## src/rtl/tmds_link_sequencer.sv

```systemverilog
// -----------------------------------------------------------------------------
// tmds_link_sequencer
//
// Pixel-clock-domain controller feeding the three 10:1 TMDS serializers.
// Brings the link up in four steps: IDLE -> WARMUP (control tokens for
// WARMUP_CYCLES clocks) -> WAIT_VS (wait for a frame boundary) -> RUN (video
// words while DE is high, HSYNC/VSYNC control tokens while DE is low).
//
// Optional feature macro: HDMI_GUARD_EN
//   When defined, the video/sync path is delayed by 10 stages (latency 11) so
//   that 8 preamble + 2 guard-band words can be inserted ahead of every DE
//   burst that follows a blanking gap of at least 12 cycles.
//   When undefined, the block is a plain DVI token/video multiplexer with a
//   latency of one clock.
//
// Parameters:
//   WARMUP_CYCLES  control-token clocks sent before frame alignment (1..65535)
//   VS_POL         active level of vsync_in (1 = active high)
//
// Ports:
//   pixel_clk                  pixel clock
//   rst_n                      synchronous reset, active low
//   enable                     link enable request
//   de_in, hsync_in, vsync_in  video timing, aligned with the video words
//   tmds_vid_ch0/1/2           pre-encoded 10-bit video words (blue/green/red)
//   tmds_ch0/1/2               registered parallel words to the serializers
//   tmds_oe                    pad output enable
//   link_up                    high while in RUN
// -----------------------------------------------------------------------------
module tmds_link_sequencer #(
  parameter int WARMUP_CYCLES = 1024,
  parameter bit VS_POL        = 1'b1
) (
  input  logic       pixel_clk,
  input  logic       rst_n,
  input  logic       enable,
  input  logic       de_in,
  input  logic       hsync_in,
  input  logic       vsync_in,
  input  logic [9:0] tmds_vid_ch0,
  input  logic [9:0] tmds_vid_ch1,
  input  logic [9:0] tmds_vid_ch2,
  output logic [9:0] tmds_ch0,
  output logic [9:0] tmds_ch1,
  output logic [9:0] tmds_ch2,
  output logic       tmds_oe,
  output logic       link_up
);

  localparam logic [9:0] TOK_00 = 10'b1101010100;
  localparam logic [9:0] TOK_01 = 10'b0010101011;
  localparam logic [9:0] TOK_10 = 10'b0101010100;
  localparam logic [9:0] TOK_11 = 10'b1010101011;

  localparam logic [15:0] WARM_LAST = 16'(WARMUP_CYCLES - 1);

  typedef enum logic [1:0] {IDLE, WARMUP, WAIT_VS, RUN} state_t;

  // One sample of the video/sync stream.
  typedef struct packed {
    logic       de;
    logic       hs;
    logic       vs;
    logic [9:0] c0;
    logic [9:0] c1;
    logic [9:0] c2;
  } px_t;

  function automatic logic [9:0] ctrl_token(input logic c1, input logic c0);
    logic [9:0] tok;
    case ({c1, c0})
      2'b00:   tok = TOK_00;
      2'b01:   tok = TOK_01;
      2'b10:   tok = TOK_10;
      default: tok = TOK_11;
    endcase
    return tok;
  endfunction

  state_t      state_q, state_d;
  logic [15:0] warm_cnt;
  logic        vs_prev;
  logic        vs_act;
  logic        vs_edge;
  px_t         px_in;
  px_t         px_out;

  logic [9:0]  ch0_d, ch1_d, ch2_d;
  logic        oe_d, up_d;

  assign px_in = '{de: de_in, hs: hsync_in, vs: vsync_in,
                   c0: tmds_vid_ch0, c1: tmds_vid_ch1, c2: tmds_vid_ch2};

  // VSYNC edge = transition into the active level. The history register is
  // updated in every state, so an edge on the last WARMUP cycle is seen.
  assign vs_act  = (vsync_in == VS_POL);
  assign vs_edge = vs_act && !vs_prev;

  // --------------------------------------------------------------------------
  // State machine
  // --------------------------------------------------------------------------
  // NOTE: sequential state is assigned with non-blocking (<=) so every flop
  // samples values from before the edge; combinational blocks use blocking.
  always_ff @(posedge pixel_clk) begin
    if (!rst_n) begin
      state_q  <= IDLE;
      warm_cnt <= '0;
      vs_prev  <= 1'b0;
    end else begin
      state_q <= state_d;
      vs_prev <= vs_act;
      if (state_q == WARMUP && state_d == WARMUP) warm_cnt <= warm_cnt + 16'd1;
      else                                        warm_cnt <= '0;
    end
  end

  // NOTE: every signal written here gets a default first, so no path through
  // the case statement can leave a latch behind.
  always_comb begin
    state_d = state_q;
    case (state_q)
      IDLE:    if (enable) state_d = WARMUP;
      // A VSYNC edge coinciding with the final warm-up cycle goes straight to
      // RUN, so that frame boundary is not lost.
      WARMUP:  if (warm_cnt == WARM_LAST) state_d = vs_edge ? RUN : WAIT_VS;
      WAIT_VS: if (vs_edge) state_d = RUN;
      default: state_d = RUN;
    endcase
    if (!enable) state_d = IDLE;
  end

  // --------------------------------------------------------------------------
  // Video/sync path
  // --------------------------------------------------------------------------
`ifdef HDMI_GUARD_EN
  localparam logic [9:0] GB_0 = 10'b1011001100;
  localparam logic [9:0] GB_1 = 10'b0100110011;
  localparam logic [9:0] GB_2 = 10'b1011001100;

  localparam px_t PX_RESET = '{de: 1'b0, hs: 1'b0, vs: !VS_POL,
                               c0: '0, c1: '0, c2: '0};

  px_t        dly [10];
  logic [3:0] gap_cnt;   // consecutive DE-low input cycles, saturating
  logic [3:0] ins_cnt;   // remaining insertion slots after the first
  logic       burst_start;
  logic       ins_active;
  logic       ins_guard;

  // A qualified burst start is seen at the input while the 10 samples ahead
  // of it are still in the delay line; they are replaced on the way out.
  assign burst_start = (state_q == RUN) && de_in && !dly[0].de &&
                       (gap_cnt >= 4'd12);
  assign ins_active  = burst_start || (ins_cnt != 4'd0);
  // Slot index is 10 - ins_cnt; slots 8 and 9 carry the guard band.
  assign ins_guard   = !burst_start && (ins_cnt <= 4'd2);
  assign px_out      = dly[9];

  // NOTE: the delay line is a shift register, not a RAM, and is cleared on
  // reset so no stale video leaks out after the link restarts.
  always_ff @(posedge pixel_clk) begin
    if (!rst_n) begin
      for (int i = 0; i < 10; i++) dly[i] <= PX_RESET;
      gap_cnt <= '0;
      ins_cnt <= '0;
    end else begin
      dly[0] <= px_in;
      for (int i = 1; i < 10; i++) dly[i] <= dly[i-1];

      if (de_in)                 gap_cnt <= '0;
      else if (gap_cnt != 4'hF)  gap_cnt <= gap_cnt + 4'd1;

      if (state_q != RUN)        ins_cnt <= '0;
      else if (burst_start)      ins_cnt <= 4'd9;
      else if (ins_cnt != 4'd0)  ins_cnt <= ins_cnt - 4'd1;
    end
  end
`else
  assign px_out = px_in;
`endif

  always_comb begin
    ch0_d = TOK_00;
    ch1_d = TOK_00;
    ch2_d = TOK_00;
    oe_d  = 1'b0;
    up_d  = 1'b0;
    case (state_q)
      IDLE: ;
      WARMUP, WAIT_VS: begin
        oe_d  = 1'b1;
        ch0_d = ctrl_token(px_out.vs, px_out.hs);
      end
      default: begin
        oe_d = 1'b1;
        up_d = 1'b1;
        if (px_out.de) begin
          ch0_d = px_out.c0;
          ch1_d = px_out.c1;
          ch2_d = px_out.c2;
        end else begin
          ch0_d = ctrl_token(px_out.vs, px_out.hs);
        end
`ifdef HDMI_GUARD_EN
        if (ins_active) begin
          if (ins_guard) begin
            ch0_d = GB_0;
            ch1_d = GB_1;
            ch2_d = GB_2;
          end else begin
            ch0_d = ctrl_token(px_out.vs, px_out.hs);
            ch1_d = TOK_01;
            ch2_d = TOK_00;
          end
        end
`endif
      end
    endcase
  end

  always_ff @(posedge pixel_clk) begin
    if (!rst_n) begin
      tmds_ch0 <= TOK_00;
      tmds_ch1 <= TOK_00;
      tmds_ch2 <= TOK_00;
      tmds_oe  <= 1'b0;
      link_up  <= 1'b0;
    end else begin
      tmds_ch0 <= ch0_d;
      tmds_ch1 <= ch1_d;
      tmds_ch2 <= ch2_d;
      tmds_oe  <= oe_d;
      link_up  <= up_d;
    end
  end

endmodule

```

## config.mk

```make
export PLATFORM = sky130hd
export DESIGN_NAME = tmds_link_sequencer
export DESIGN_NICKNAME = d
export VERILOG_FILES = /design/src/rtl/tmds_link_sequencer.sv
export SDC_FILE = /design/constraint.sdc
export NUM_CORES = 1
export LEC_CHECK = 0
export BUFFER_PORTS_ARGS = -buffer_cell sky130_fd_sc_hd__buf_2
export CORE_AREA = 4 4 68 70
export DETAILED_ROUTE_END_ITERATION = 16
export DIE_AREA = 0 0 72 74
export PLACE_DENSITY = 0.9
export SLEW_MARGIN = 5
export SYNTH_ARGS = -nofsm -noshare
export SYNTH_HDL_FRONTEND = slang
export SYNTH_SLANG_ARGS = --single-unit
```

## constraint.sdc

```tcl
create_clock -name pixel_clk -period 5.4 [get_ports pixel_clk]
set_input_delay 1.08 -clock pixel_clk [delete_from_list [all_inputs] [get_ports pixel_clk]]
set_output_delay 1.08 -clock pixel_clk [all_outputs]
set_load 0.01 [all_outputs]
```

[Yosys cells after proc, flatten, opt, wreduce, memory -nomap -nowiden]
Index checks and enable logic that the tools add are counted.
Operators by class
  eq/ne operators: 6
  bitwise gates (word level): 2
  multiplexer cells: 10
  reductions and logical operators: 9
  add/subtract/negate cells: 1
Operators by type and width (count)
  $pmux 10 s3: 1
  $pmux 10 s2: 1
  $add 16x1->16 const B: 1
  $eq 16x10->1 const B: 1
  $mux 10: 1
  $eq 2x1->1 const B: 3
  $mux 2: 3
  $pmux 2 s3: 1
  $reduce_or 5->1: 1
  $eq 2x2->1 const B: 2
  $logic_not 2->1: 2
  $mux 1: 3
  $reduce_or 3->1: 1
  $logic_and 1x1->1: 2
  $not 1->1: 2
  $reduce_and 2->1: 1
  $reduce_or 2->1: 1
  $logic_not 1->1: 1
Word-level totals
  register bits: 51
  word-level logic and storage cells: 36
  bits of input ports: 36

[Longest topological paths before layout]
Gate-level depths: netlist (run 1).
  depth in word-level cells: 9
  mapped depth: 6
  mapped depth without buffers: 6

[Worst setup path after synthesis (run 1)]
Ideal clock, no wire load.
  path type: in2reg
  from: in vsync_in
  to: reg warm_cnt[10]
  slack: 2.736 ns
  stages: 5
  arrival time: 2.519 ns
  path buffers: 1
  library setup time: 0.145 ns
  required time: 5.255 ns
  cells stage by stage: nor2b_1 o21a_1 o311ai_1 clkbuf_1 a211oi_2
On the way
  cells in the longest elaborated chain, start to end: 8
RTL lines
  start, declared: RTL line 39  | input logic vsync_in,
  $logic_and 1x1->1 *: RTL line 97  | assign vs_edge = vs_act && !vs_prev;
  $mux 1: RTL line 125  | WARMUP: if (warm_cnt == WARM_LAST) state_d = vs_edge ? RUN : WAIT_VS;
  $mux 2: RTL line 125
  $pmux 2 s3 *: RTL line 121  | case (state_q)
  $mux 2 *: RTL line 129  | if (!enable) state_d = IDLE;
  $eq 2x1->1 *: RTL line 112  | if (state_q == WARMUP && state_d == WARMUP) warm_cnt <= warm_cnt + 16'd1;
  $logic_and 1x1->1 *: RTL line 112
  $reduce_and 2->1 (no line) *
  end signal, assigned: RTL line 112
  end, declared: RTL line 81  | logic [15:0] warm_cnt;
Mark *: on every way between the ends. The rest lies on a longest branch, timed or not.
A chain may end at the register's enable or synchronous reset.

[Worst setup path in the final report (run 1)]
  from: reg warm_cnt[3]
  to: reg warm_cnt[14]
On the way
  cells in the longest elaborated chain, start to end: 7
RTL lines (RTL line)
  $eq 16x10->1: 125
  $mux 2: 125
  $pmux 2 s3: 121
  $mux 2: 129
  $eq 2x1->1: 112
  $logic_and 1x1->1: 112
  $reduce_and 2->1 (no line)
Several ways; a longest one is shown, not always the timed one.

==> results of run 1 <==
[worst max-delay path: stages (launching register included)]
cell      delay [ns]
dfxtp_1         0.42
nand4_1         0.34
or4_4           0.67
a41oi_2         0.82
a211oi_1        0.11
[metrics by stage]
| stage | worst slack [ns] | cells | hold slack [ns] | util [%] | power [uW] |
|---|---|---|---|---|---|
| after detailed placement | 2.910 | 312 | 0.4431 | 61.18 | 442.7 |
| after global routing | 2.679 | 320 | 0.4827 | 63.64 | 695.1 |
| final | 2.898 | 320 | 0.4559 | 63.64 | 665.4 |
| after CTS | 2.885 | 320 | 0.4576 | 63.64 | 672.5 |
| after floorplan | 2.736 | 201 | 0.4229 | - | 419.4 |
| after global placement | 3.008 | 312 | 0.4375 | 61.18 | 440.4 |
[metal layers]
metal	share of wire [%]	wire length, um	up-vias	GRT usage [%]
met3	6.9	297	9	6.081
li1	-	-	837	-
met4	2.2	97	0	8.559
met2	51	2189	45	31.12
met5	0	0	-	0
met1	40	1735	775	20.03
[path summary, 6_finish.rpt]
| path | from | to | slack (ns) | cells past startpoint |
|---|---|---|---|---|
| max | warm_cnt[3] | warm_cnt[14] | 2.90 | 4 |
| min | warm_cnt[0] | warm_cnt[0] | 0.46 | 1 |
| max reg2reg | warm_cnt[3] | warm_cnt[14] | 2.90 | 4 |
| min reg2reg | warm_cnt[0] | warm_cnt[0] | 0.46 | 1 |
[state kept, by name, indices dropped and copies added (netlist names)]
signal	cells
link_up	1
state_q	2
tmds_ch0	10
tmds_ch1	10
tmds_ch2	10
tmds_oe	1
vs_prev	1
warm_cnt	16
[cell usage after synthesis (3+ instances only)]
cell type and instances:
clkbuf_1 6, nand4_1 7, and2_1 11, nand3_1 4
nor3_1 8, nor2_1 9, nand2_1 6, nand2b_1 11
a21oi_1 4, ha_1 9, inv_1 11, nor4_1 3
a211oi_1 7, a211oi_2 9, xnor2_1 12, dfxtp_1 51
o21ai_0 11
[kinds of logic after synthesis]
group | count (synthesis) | share of synthesized area [%]
AND/OR/NAND/NOR | 66 | 18.00
flip-flops | 51 | 49.79
multiplexers | 1 | 0.7319
AO/OA/AOI/OAI | 41 | 15.99
XOR/XNOR | 14 | 5.979
adder cells (fa/ha/maj) | 9 | 5.491
buffers and inverters | 19 | 4.027
[power breakdown]
part	leakage [uW]	internal, uW	switching (uW)
Clock	0.0000502	96.1	136
Combinational	0.000552	22.2	27.1
Sequential	0.000414	382	2.20
[placed cells by master, fill, tap and decap left out, types with 2 or more instances in the layout]
cell       n
nand3_1    4
inv_1     11
xor2_1     2
nand4_1    7
a211oi_1   7
clkinv_4   2
nor2b_1    2
nand2b_1  11
o21a_1     2
nor3_1     8
buf_2     67
ha_1       9
xnor2_1   12
and2_1    11
o31ai_1    2
dfxtp_1   51
a211oi_2   9
clkbuf_8   5
a21oi_1    4
or3_1      2
nor2_1     9
nor4_1     3
nand2_1    6
o21ai_0   11
buf_4      2
[layout make-up]
cell class              count  area share (%)
inverters                  11           1.634
repair buffers             69           13.86
well taps                  50           2.475
clock inverters             3           1.139
multi-input cells         131           37.77
flip-flops and latches     51           40.40
clock buffers               5           2.723
==> metrics.md, run 1 <==
| Metric | Value |
|---|---|
| Status | finished clean |
| Estimated wirelength of the detail-placed design | 3208 um |
| GRT overflow | 0 |
| # nets final | 314 |
| Distinct cell type count after synthesis | 34 |
| Gr usage total | 18.00% |
| CTS tree | yes |
| Worst path arrival time | 2.66 ns |
| Cell count after synthesis | 201 |
| Largest net degree at the start of global routing | 21 |
| Initial Utilization | 51.64% |
| Via count | 1666 |
| Most common flop cell mapped by yosys | dfxtp_1 |
| Net Count, Synth | 246 |
| Drt drc | 0 |
| H-tree depth | 2 |
| Final hold vios | 0 |
| CTS resizes | 0 |
| RSZ-0062 raised after global routing | no |
| Top cells by area, synth | dfxtp_1, a211oi_2, ha_1, xnor2_1, and2_1 |
| Final setup viols | 0 |
| Crit path max fanout | 16 |
| I/O pins | 68 |
| TritonCTS Buffers | 5 |
| Fin Setup TNS | 0 ns |
| Required @ worst endpoint | 5.56 ns |
| Register Area | 1021 um^2 |
| Async SR Flop Fraction | 0% |
| Final Max Slew Viols | 0 |
| Root buf cell | clkbuf_8 |
| Vias/cell | 5.206 |
| Warning count from the yosys run | 0 |
| Vias in the first global route | 1642 |
| Die X | 72 um |
| Number of synthesized flops with an enable pin | 0 |
| Max-cap violation count | 0 |
| Num Clock Sinks | 51 |
| Syn_area_per_cell | 10.20 um^2 |
| Fillers | 334 |
| Fmax | 399.8 MHz |
| Clock buffer depth | 2 |
| Global-route wire length before repair | 7472 um |
| Least-Margin Pin Slew | 0.9862 ns |
| P_leak | 0.001016 uW |
| Area after DPL | 2430 um^2 |
| HP Class | register to register |
| Wire length per cell | 13.50 um |
| Routed Antenna Nets | 0 |
| CP Launch Type | register |
| Area grow syn2layout | 23.25% |
| Core region area | 3971 um^2 |
| Post-synthesis sequential area ratio | 49.79% |
| Yosys reg bits | 51 |
| RePlAce Congestion | 0.8610 |
| Power Density | 263.3 nW/um^2 |
| Synth Cell Area | 2051 um^2 |
| Antenna violations before repair | 0 |
| Area leader, netlist | dfxtp_1 |
| Hold_buf cts | 0 |
| Share of the synthesized area in the top cell type | 49.79% |
| PortBufs | 67 |
| Critical path class | register to register |
| Final wirelength | 4320 um |
| Die Ht | 74 um |
| Initial drt markers | 61 |
| CP endpoint kind | register |
| Worst IR Drop VDD | 203.6 uV |
| Post-CTS setup buffers | 0 |
| Row Count | 23 |
| Multi-input gate area | 954.7 um^2 |
| Fin Clk Skew | 0.009960 ns |
| Reg clk slew, reported paths | 0.10 ns |
| Clock latency on the worst-skew pair | 0.32 ns |
| DRT Pass-1 Iters | 4 |
| Die Footprint | 5328 um^2 |
| Slew HR | 34.25% |
| Final instance area | 2527 um^2 |
| N_diodes | 0 |
| Final Critical Period | 2.502 ns |
| Share of layout cells above drive strength 1 | 33.70% |
| Period utilisation layout | 46.33% |
No activity file was read; power rests on OpenSTA's default activity.
==> inputs of run 2 (changes only) <==
--- a/config.mk
+++ b/config.mk
@@ -5,11 +5,12 @@
 export SDC_FILE = /design/constraint.sdc
 export NUM_CORES = 1
 export LEC_CHECK = 0
+export ABC_AREA = 1
 export BUFFER_PORTS_ARGS = -buffer_cell sky130_fd_sc_hd__buf_2
-export CORE_AREA = 4 4 68 70
+export CORE_AREA = 4 4 74 76
 export DETAILED_ROUTE_END_ITERATION = 16
-export DIE_AREA = 0 0 72 74
-export PLACE_DENSITY = 0.9
+export DIE_AREA = 0 0 78 80
+export PLACE_DENSITY = 0.83
 export SLEW_MARGIN = 5
 export SYNTH_ARGS = -nofsm -noshare
 export SYNTH_HDL_FRONTEND = slang
==> constraint.sdc (replaced) <==
create_clock -name pixel_clk -period 2.05 [get_ports pixel_clk]
set_input_delay 0.41 -clock pixel_clk [delete_from_list [all_inputs] [get_ports pixel_clk]]
set_output_delay 0.41 -clock pixel_clk [all_outputs]
set_load 0.01 [all_outputs]
==> run 2 against run 1 <==
Die area up 17%. Synthesized area grew 1.8%. Global-route usage shrank 4.1 points. First-iteration DRC count is 8.2% lower. Via count is 1.9% higher. Synthesized cell count up 21%. Cell count rose by 19%. Critical path type unchanged. Largest power group unchanged.
==> metrics.md, run 2 <==
| Metric | Value |
|---|---|
| Estimated wirelength of the detail-placed design | 3179 um (-0.91%) |
| Reg-to-reg setup timing slack | 0.23 ns (-2.67 ns) |
| Global-route wire length before repair | 6948 um (-7.0%) |
| Largest family of logic cells by synthesized area | simple AND/OR/NAND/NOR gates |
| Area leader, netlist | dfxtp_1 |
| Worst r2r dst | tmds_ch1[9] |
| Power Density | 670.4 nW/um^2 (+150%) |
| CP Launch Type | register |
| Period utilisation layout | 88.67% (+42 points) |
| Most common cell after layout, fill and taps aside | buf_2 |
| Synth Area in XOR/XNOR | 5.872% (-0.11 points) |
| Cell count after synthesis | 243 (+21%) |
| Die Footprint | 6240 um^2 (+17%) |
| Worst hold margin | 0.2866 ns (-0.1693 ns) |
| Slew HR | 70.87% (+37 points) |
| P_leak | 0.001187 uW (+17%) |
| CTS resizes | 0 (unchanged) |
| Adder-cell share of the synthesized area | 5.392% (-0.099 points) |
| Least-Margin Pin Slew | 0.4357 ns (-0.5505 ns) |
| Die Ht | 80 um (+8.1%) |
| Final hold vios | 0 (unchanged) |
| Largest net degree at the start of global routing | 19 (-9.5%) |
| DRT Pass-1 Iters | 4 (unchanged) |
| Final setup viols | 0 (unchanged) |
| Worst path arrival time | 2.01 ns (-0.65 ns) |
| Final Critical Period | 1.818 ns (-0.6837 ns) |
| RSZ-0062 raised after global routing | no |
| Clock latency on the worst-skew pair | 0.30 ns (-0.02 ns) |
| Async SR Flop Fraction | 0% (unchanged) |
| Sw frac | 24.15% (-0.62 points) |
| Gr busiest metal | met2 |
| GRT met3 Usage | 5.418% (-0.66 points) |
| Hold Crit Endpoint | tmds_ch1[8] |
| Gr usage total | 13.85% (-4.1 points) |
| Vias in the first global route | 1701 (+3.6%) |
| Post-synthesis sequential area ratio | 48.89% (-0.89 points) |
| Fmax | 550.1 MHz (+38%) |
| PortBufs | 67 (unchanged) |
| RR Startpoint | state_q[0] |
| Warning count from the yosys run | 0 (unchanged) |
| Int Pwr | 1310 uW (+160%) |
| Synth Cell Area | 2088 um^2 (+1.8%) |
| Drt drc | 0 (unchanged) |
| RePlAce Congestion | 0.8451 (-1.8%) |
| Most frequent cells after synthesis | dfxtp_1, inv_1, nor2_1 |
| Initial Utilization | 44.21% (-7.4 points) |
| HP Class | input pin to register |
| Max incr delay on CP | 0.40 ns (-0.42 ns) |
| CP endpoint kind | register |
| H-tree depth | 2 (unchanged) |
| Number of synthesized flops with an enable pin | 0 (unchanged) |
| Clock buffer depth | 2 (unchanged) |
| Num Clock Sinks | 51 (unchanged) |
| Final Total Pwr | 1727 uW (+160%) |
| GRT met2 Usage | 25.26% (-5.9 points) |
| Wire length per cell | 10.71 um (-21%) |
| Slowest CP cell | or2_2 |
| Max reg flops | 16 (unchanged) |
| Antenna violations before repair | 0 (unchanged) |
| Post-Place Cells | 373 (+20%) |
| Status | finished clean |
| Distinct cell type count after synthesis | 25 (-26%) |
| Post-synthesis mux area share | 0% (-0.73 points) |
| Share of layout cells above drive strength 1 | 34.08% (+0.37 points) |
| Part of the power in registers | 58.5% (+0.7 points) |
| Worst IR Drop VDD | 606.7 uV (+200%) |
| Met1 GRT Util | 14.13% (-5.9 points) |
| Core region area | 4723 um^2 (+19%) |
| Net Count, Synth | 288 (+17%) |
| Critical path class | register to register |
| Synth Area in Compound Gates | 4.853% (-11 points) |
| R2R cell count | 5 (+1) |
| N_diodes | 0 (unchanged) |
| Die X | 78 um (+8.3%) |
| Area grow syn2layout | 23.37% (about the same) |
| Most common flop cell mapped by yosys | dfxtp_1 |
| Hold Path Stages | 2 (+1) |
| Top cells by area, synth | dfxtp_1, inv_1, nor2_1, ha_1, nand2_1 |
| Root buf cell | clkbuf_8 |
| Fin Clk Skew | 0.007418 ns (-0.002542 ns) |
| Sw power | 417.1 uW (+150%) |
| Simple-Gate Fraction of Synth Area | 26.18% (+8.2 points) |
| Area after DPL | 2481 um^2 (+2.1%) |
| Syn_area_per_cell | 8.594 um^2 (-16%) |
| Max-cap violation count | 0 (unchanged) |
| Crit-path cells | inv_1 > ha_1 > nor2_1 > nand3_1 > or2_2 |
| Share of the synthesized area in the top cell type | 48.89% (-0.89 points) |
| CTS tree | yes |
| Row Count | 25 (+8.7%) |
| Routed Antenna Nets | 0 (unchanged) |
| Finished Layout Cells | 381 (+19%) |
| Via count | 1698 (+1.9%) |
| Final instance area | 2576 um^2 (+1.9%) |
| Vias/cell | 4.457 (-14%) |
| Required @ worst endpoint | 2.24 ns (-3.32 ns) |
| TritonCTS Buffers | 5 (unchanged) |
| Largest register by flop count | warm_cnt |
| Hold_buf cts | 0 (unchanged) |
| Most frequent cells in the layout | buf_2, dfxtp_1, inv_1, nor2_1, nand2_1 |
| Final wirelength | 4079 um (-5.6%) |
| Hold_sp | tmds_vid_ch1[8] |
| Most common cell in the netlist | dfxtp_1 |
| Yosys reg bits | 51 (unchanged) |
| GRT overflow | 0 (unchanged) |
| Part of the power in the clock network | 34.3% (-0.5 points) |
| I/O pins | 68 (unchanged) |
| Crit path max fanout | 15 (-1) |
| # nets final | 358 (+14%) |
| Final Max Slew Viols | 0 (unchanged) |
| Initial drt markers | 56 (-8.2%) |
| Comb power frac | 7.2% (-0.2 points) |
| Reg clk slew, reported paths | 0.10 ns (about the same) |
| Post-CTS setup buffers | 0 (unchanged) |
| Fin Setup TNS | 0 ns (unchanged) |
-- run 2: cell count changes after synthesis, moves of 5 or more --
cell,before,now
inv_1,11,38
nand2_1,6,28
nor2_1,9,31
and2_1,11,0
nand2b_1,11,0
or2_2,0,10
a211oi_2,9,0
nor3_2,0,9
a211oi_1,7,0
nand4_1,7,1
nand2_2,0,5
-- run 2: layer usage --
metal  vias to the layer above  wire length [um]
li1                        879                 -
met1                       764              1626
met2                        49              2036
met3                         6               363
met4                         0                53
met5                         -                 0
-- run 2: through the flow --
step	setup slack, ns	utilization [%]
3_3_place_gp	0.3038	52.53
2_1_floorplan	0.5333	-
3_5_place_dp	0.2303	52.53
4_1_cts	0.2077	54.54
5_1_grt	0.04568	54.54
6_report	0.2322	54.54
-- run 2: logic make-up (layout without fill, tap and decap cells) --
family	after synthesis	count (layout)
AND/OR/NAND/NOR	105	105
buffers and inverters	45	116
AO/OA/AOI/OAI	19	19
XOR/XNOR	14	14
flip-flops	51	51
adder cells (fa/ha/maj)	9	9
-- run 2: power by group through the flow --
stage                     logic (uW)  clock network [uW]  registers (uW)
final                            125                 593            1010
after global routing             141                 653            1010
after CTS                        126                 612            1010
after detailed placement         125                   0            1030
after global placement           123                   0            1030
after floorplan                 62.8                   0            1040
-- run 2: area by class of cell --
class | count | area [um^2]
inverters | 40 | 150.1
clock inverters | 3 | 26.28
well taps | 67 | 83.83
repair buffers | 68 | 342.8
clock buffers | 5 | 68.82
multi-input cells | 147 | 883.3
fillers | 440 | 2147
flip-flops and latches | 51 | 1021
-- run 2: worst max path at each step --
stage	from	to	slack, ns	cells after the start
floorplan	warm_cnt[0]	warm_cnt[4]	0.53	11
global placement	state_q[0]	tmds_ch1[2]	0.30	5
detailed placement	state_q[0]	tmds_ch1[9]	0.23	5
CTS	state_q[0]	tmds_ch1[9]	0.21	5
global route	state_q[0]	tmds_ch2[6]	0.05	5
finish	state_q[0]	tmds_ch1[9]	0.23	5
-- run 2: critical path: cells and delay by family (launching register included) --
| family | cells | cell delay [ns] |
|---|---|---|
| simple gates | 3 | 1.00 |
| buf+inv | 1 | 0.10 |
| fa+ha+maj | 1 | 0.22 |
| flops | 1 | 0.37 |
==> inputs of run 3 (changes only) <==
--- a/config.mk
+++ b/config.mk
@@ -5,11 +5,11 @@
 export SDC_FILE = /design/constraint.sdc
 export NUM_CORES = 1
 export LEC_CHECK = 0
-export ABC_AREA = 1
+export ABC_AREA = 0
 export BUFFER_PORTS_ARGS = -buffer_cell sky130_fd_sc_hd__buf_2
-export CORE_AREA = 4 4 74 76
+export CORE_AREA = 4 4 73 75
 export DETAILED_ROUTE_END_ITERATION = 16
-export DIE_AREA = 0 0 78 80
+export DIE_AREA = 0 0 77 79
 export PLACE_DENSITY = 0.83
 export SLEW_MARGIN = 5
 export SYNTH_ARGS = -nofsm -noshare
==> run 3 against run 2 <==
Critical path depth shrank 1. Total power grew 1.2%. Worst hold slack lost 0.013 ns. Combinational power grew 15%. Cell count shrank 12%. Design area grew 4.5%. First-iteration DRC count grew 75%. Sequential cell count is the same. Sequential share of layout area shrank 1.6 points. Register-to-register slack lost 0.25 ns. Largest cell class unchanged. The flow now finishes with violations (setup timing). Fmax shrank 12%. Clock power is essentially flat.
==> metrics.md, run 3 (synthesized netlist as in run 1, its figures left out) <==
| Metric | Value |
|---|---|
| Fin Clk Skew | 0.008966 ns (+0.001549 ns) |
| Power Density | 649.6 nW/um^2 (-3.1%) |
| Vias/cell | 5.196 (+17%) |
| Most frequent CP cell | or4_4 |
| Max incr delay on CP | 0.52 ns (+0.12 ns) |
| HP Class | input pin to register |
| Antenna violations before repair | 0 (unchanged) |
| Worst IR Drop VDD | 486.8 uV (-20%) |
| I/O pins | 68 (unchanged) |
| RSZ-0062 raised after global routing | yes |
| RePlAce Congestion | 0.8441 (-0.12%) |
| Required @ worst endpoint | 2.28 ns (+0.04 ns) |
| CP Launch Type | register |
| Final instance area | 2691 um^2 (+4.5%) |
| Failing checks | setup timing |
| Max reg flops | 16 (unchanged) |
| TritonCTS Buffers | 5 (unchanged) |
| Most common cell after layout, fill and taps aside | buf_2 |
| CTS tree | yes |
| Slowest CP cell | or4_4 |
| Via count | 1751 (+3.1%) |
| Final hold vios | 0 (unchanged) |
| Die X | 77 um (-1.3%) |
| Estimated wirelength of the detail-placed design | 3350 um (+5.4%) |
| Routed Antenna Nets | 0 (unchanged) |
| Largest register by flop count | warm_cnt |
| GRT overflow | 0 (unchanged) |
| Hold_sp | tmds_vid_ch2[4] |
| Share of layout cells above drive strength 1 | 39.22% (+5.1 points) |
| Period utilisation layout | 100.8% (+12 points) |
| Fmax | 484.0 MHz (-12%) |
| P_leak | 0.001101 uW (-7.2%) |
| Worst path arrival time | 2.30 ns (+0.29 ns) |
| Crit path buf inv count | 0 (-1) |
| Crit path max fanout | 8 (-7) |
| Worst path top cell family by delay | simple AND/OR/NAND/NOR gates |
| Drt drc | 0 (unchanged) |
| Die Ht | 79 um (-1.3%) |
| Max-cap violation count | 0 (unchanged) |
| Crit-path cells | or4_4 > or4_4 > mux2_4 > a211oi_2 |
| Final wirelength | 4808 um (+18%) |
| Area grow syn2layout | 31.24% |
| Area after DPL | 2551 um^2 (+2.8%) |
| Num Clock Sinks | 51 (unchanged) |
| Final Max Slew Viols | 0 (unchanged) |
| DRT Pass-1 Iters | 4 (unchanged) |
| Critical Path Start | warm_cnt[13] |
| Global-route wire length before repair | 7969 um (+15%) |
| Post-CTS setup buffers | 0 (unchanged) |
| Wire length per cell | 14.27 um (+33%) |
| Final setup viols | 8 (+8) |
| Worst setup margin | -0.01613 ns (-0.2483 ns) |
| CP endpoint kind | register |
| Reg clk slew, reported paths | 0.09 ns (about the same) |
| Die Footprint | 6083 um^2 (-2.5%) |
| PortBufs | 67 (unchanged) |
| # nets final | 327 (-8.7%) |
| Final Total Pwr | 1748 uW (+1.2%) |
| Largest net degree at the start of global routing | 21 (+2) |
| Row Count | 25 (unchanged) |
| Critical path class | register to register |
| RR Startpoint | warm_cnt[13] |
| Core region area | 4661 um^2 (-1.3%) |
| Clock latency on the worst-skew pair | 0.31 ns (about the same) |
| N_diodes | 0 (unchanged) |
| Initial Utilization | 44.00% (-0.21 points) |
| Least-Margin Pin Slew | 0.4515 ns (+0.01579 ns) |
| Slew HR | 69.64% (-1.2 points) |
| Final Critical Period | 2.066 ns (+0.2483 ns) |
| Vias in the first global route | 1677 (-1.4%) |
| Clock buffer depth | 2 (unchanged) |
| Root buf cell | clkbuf_8 |
| Initial drt markers | 98 (+75%) |
| Gr usage total | 16.56% (+2.7 points) |
| Status | finished with violations |
| H-tree depth | 2 (unchanged) |
| Most frequent cells in the layout | buf_2, dfxtp_1, xnor2_1, a211oi_2, buf_4 |
-- run 3: worst reg2reg max path: cells and delay by family, from the launching register on --
family / cells / cell delay [ns]
AO/OA/AOI/OAI: 1 / 0.22
flip-flops: 1 / 0.33
multiplexers: 1 / 0.41
AND/OR/NAND/NOR: 2 / 1.03
-- run 3: layer usage --
metal  routed length (um)  vias up  global-route usage, %
li1                     -      865                      -
met1                 1937      827                  18.70
met2                 2545       49                  29.70
met3                  221       10                  4.195
met4                  104        0                  6.940
met5                    0        -                      0
-- run 3: stage by stage --
step                      TNS (ns)  cells  utilization (%)  hold WS (ns)  setup WS (ns)
final                     -0.08438    337            57.75        0.2738       -0.01613
after CTS                  -0.1744    337            57.42        0.2600       -0.02184
after global routing       -0.8436    337            57.75        0.2590       -0.07964
after floorplan                  0    201                -        0.4229       0.003439
after detailed placement   -0.2472    327            54.74        0.4495       -0.06411
after global placement           0    327            54.74        0.4340        0.03061
-- run 3: what timing repair did --
| action | in CTS | in global routing |
|---|---|---|
| setup endpoints to repair | 16 | 16 |
| hold buffers | 0 | 0 |
| gates cloned | 2 | 0 |
| resized for setup | 3 | 3 |
| pin swaps | 0 | 2 |
-- run 3: layout make-up --
| type | instances | area (um^2) |
|---|---|---|
| repair buffers | 80 | 445.4 |
| clock buffers | 5 | 68.82 |
| multi-input cells | 133 | 1022 |
| inverters | 11 | 41.29 |
| well taps | 54 | 67.56 |
| fillers | 420 | 1969 |
| flip-flops and latches | 51 | 1023 |
| clock inverters | 3 | 22.52 |
-- run 3: report_power, final --
part	switching (uW)	internal [uW]	leakage (uW)	total (uW)
registers	5.28	1010	0.000415	1010
clock network	348	245	0.0000485	593
logic	76.8	66.8	0.000638	144
total	430	1320	0.00110	1750
-- run 3: path summary, 6_finish.rpt --
| check | endpoint | slack (ns) | cells past startpoint |
|---|---|---|---|
| worst max-delay path | warm_cnt[8] | -0.02 | 4 |
| worst min-delay path | tmds_ch2[4] | 0.27 | 2 |
| worst max register to register | warm_cnt[8] | -0.02 | 4 |
| worst min register to register | warm_cnt[0] | 0.46 | 1 |
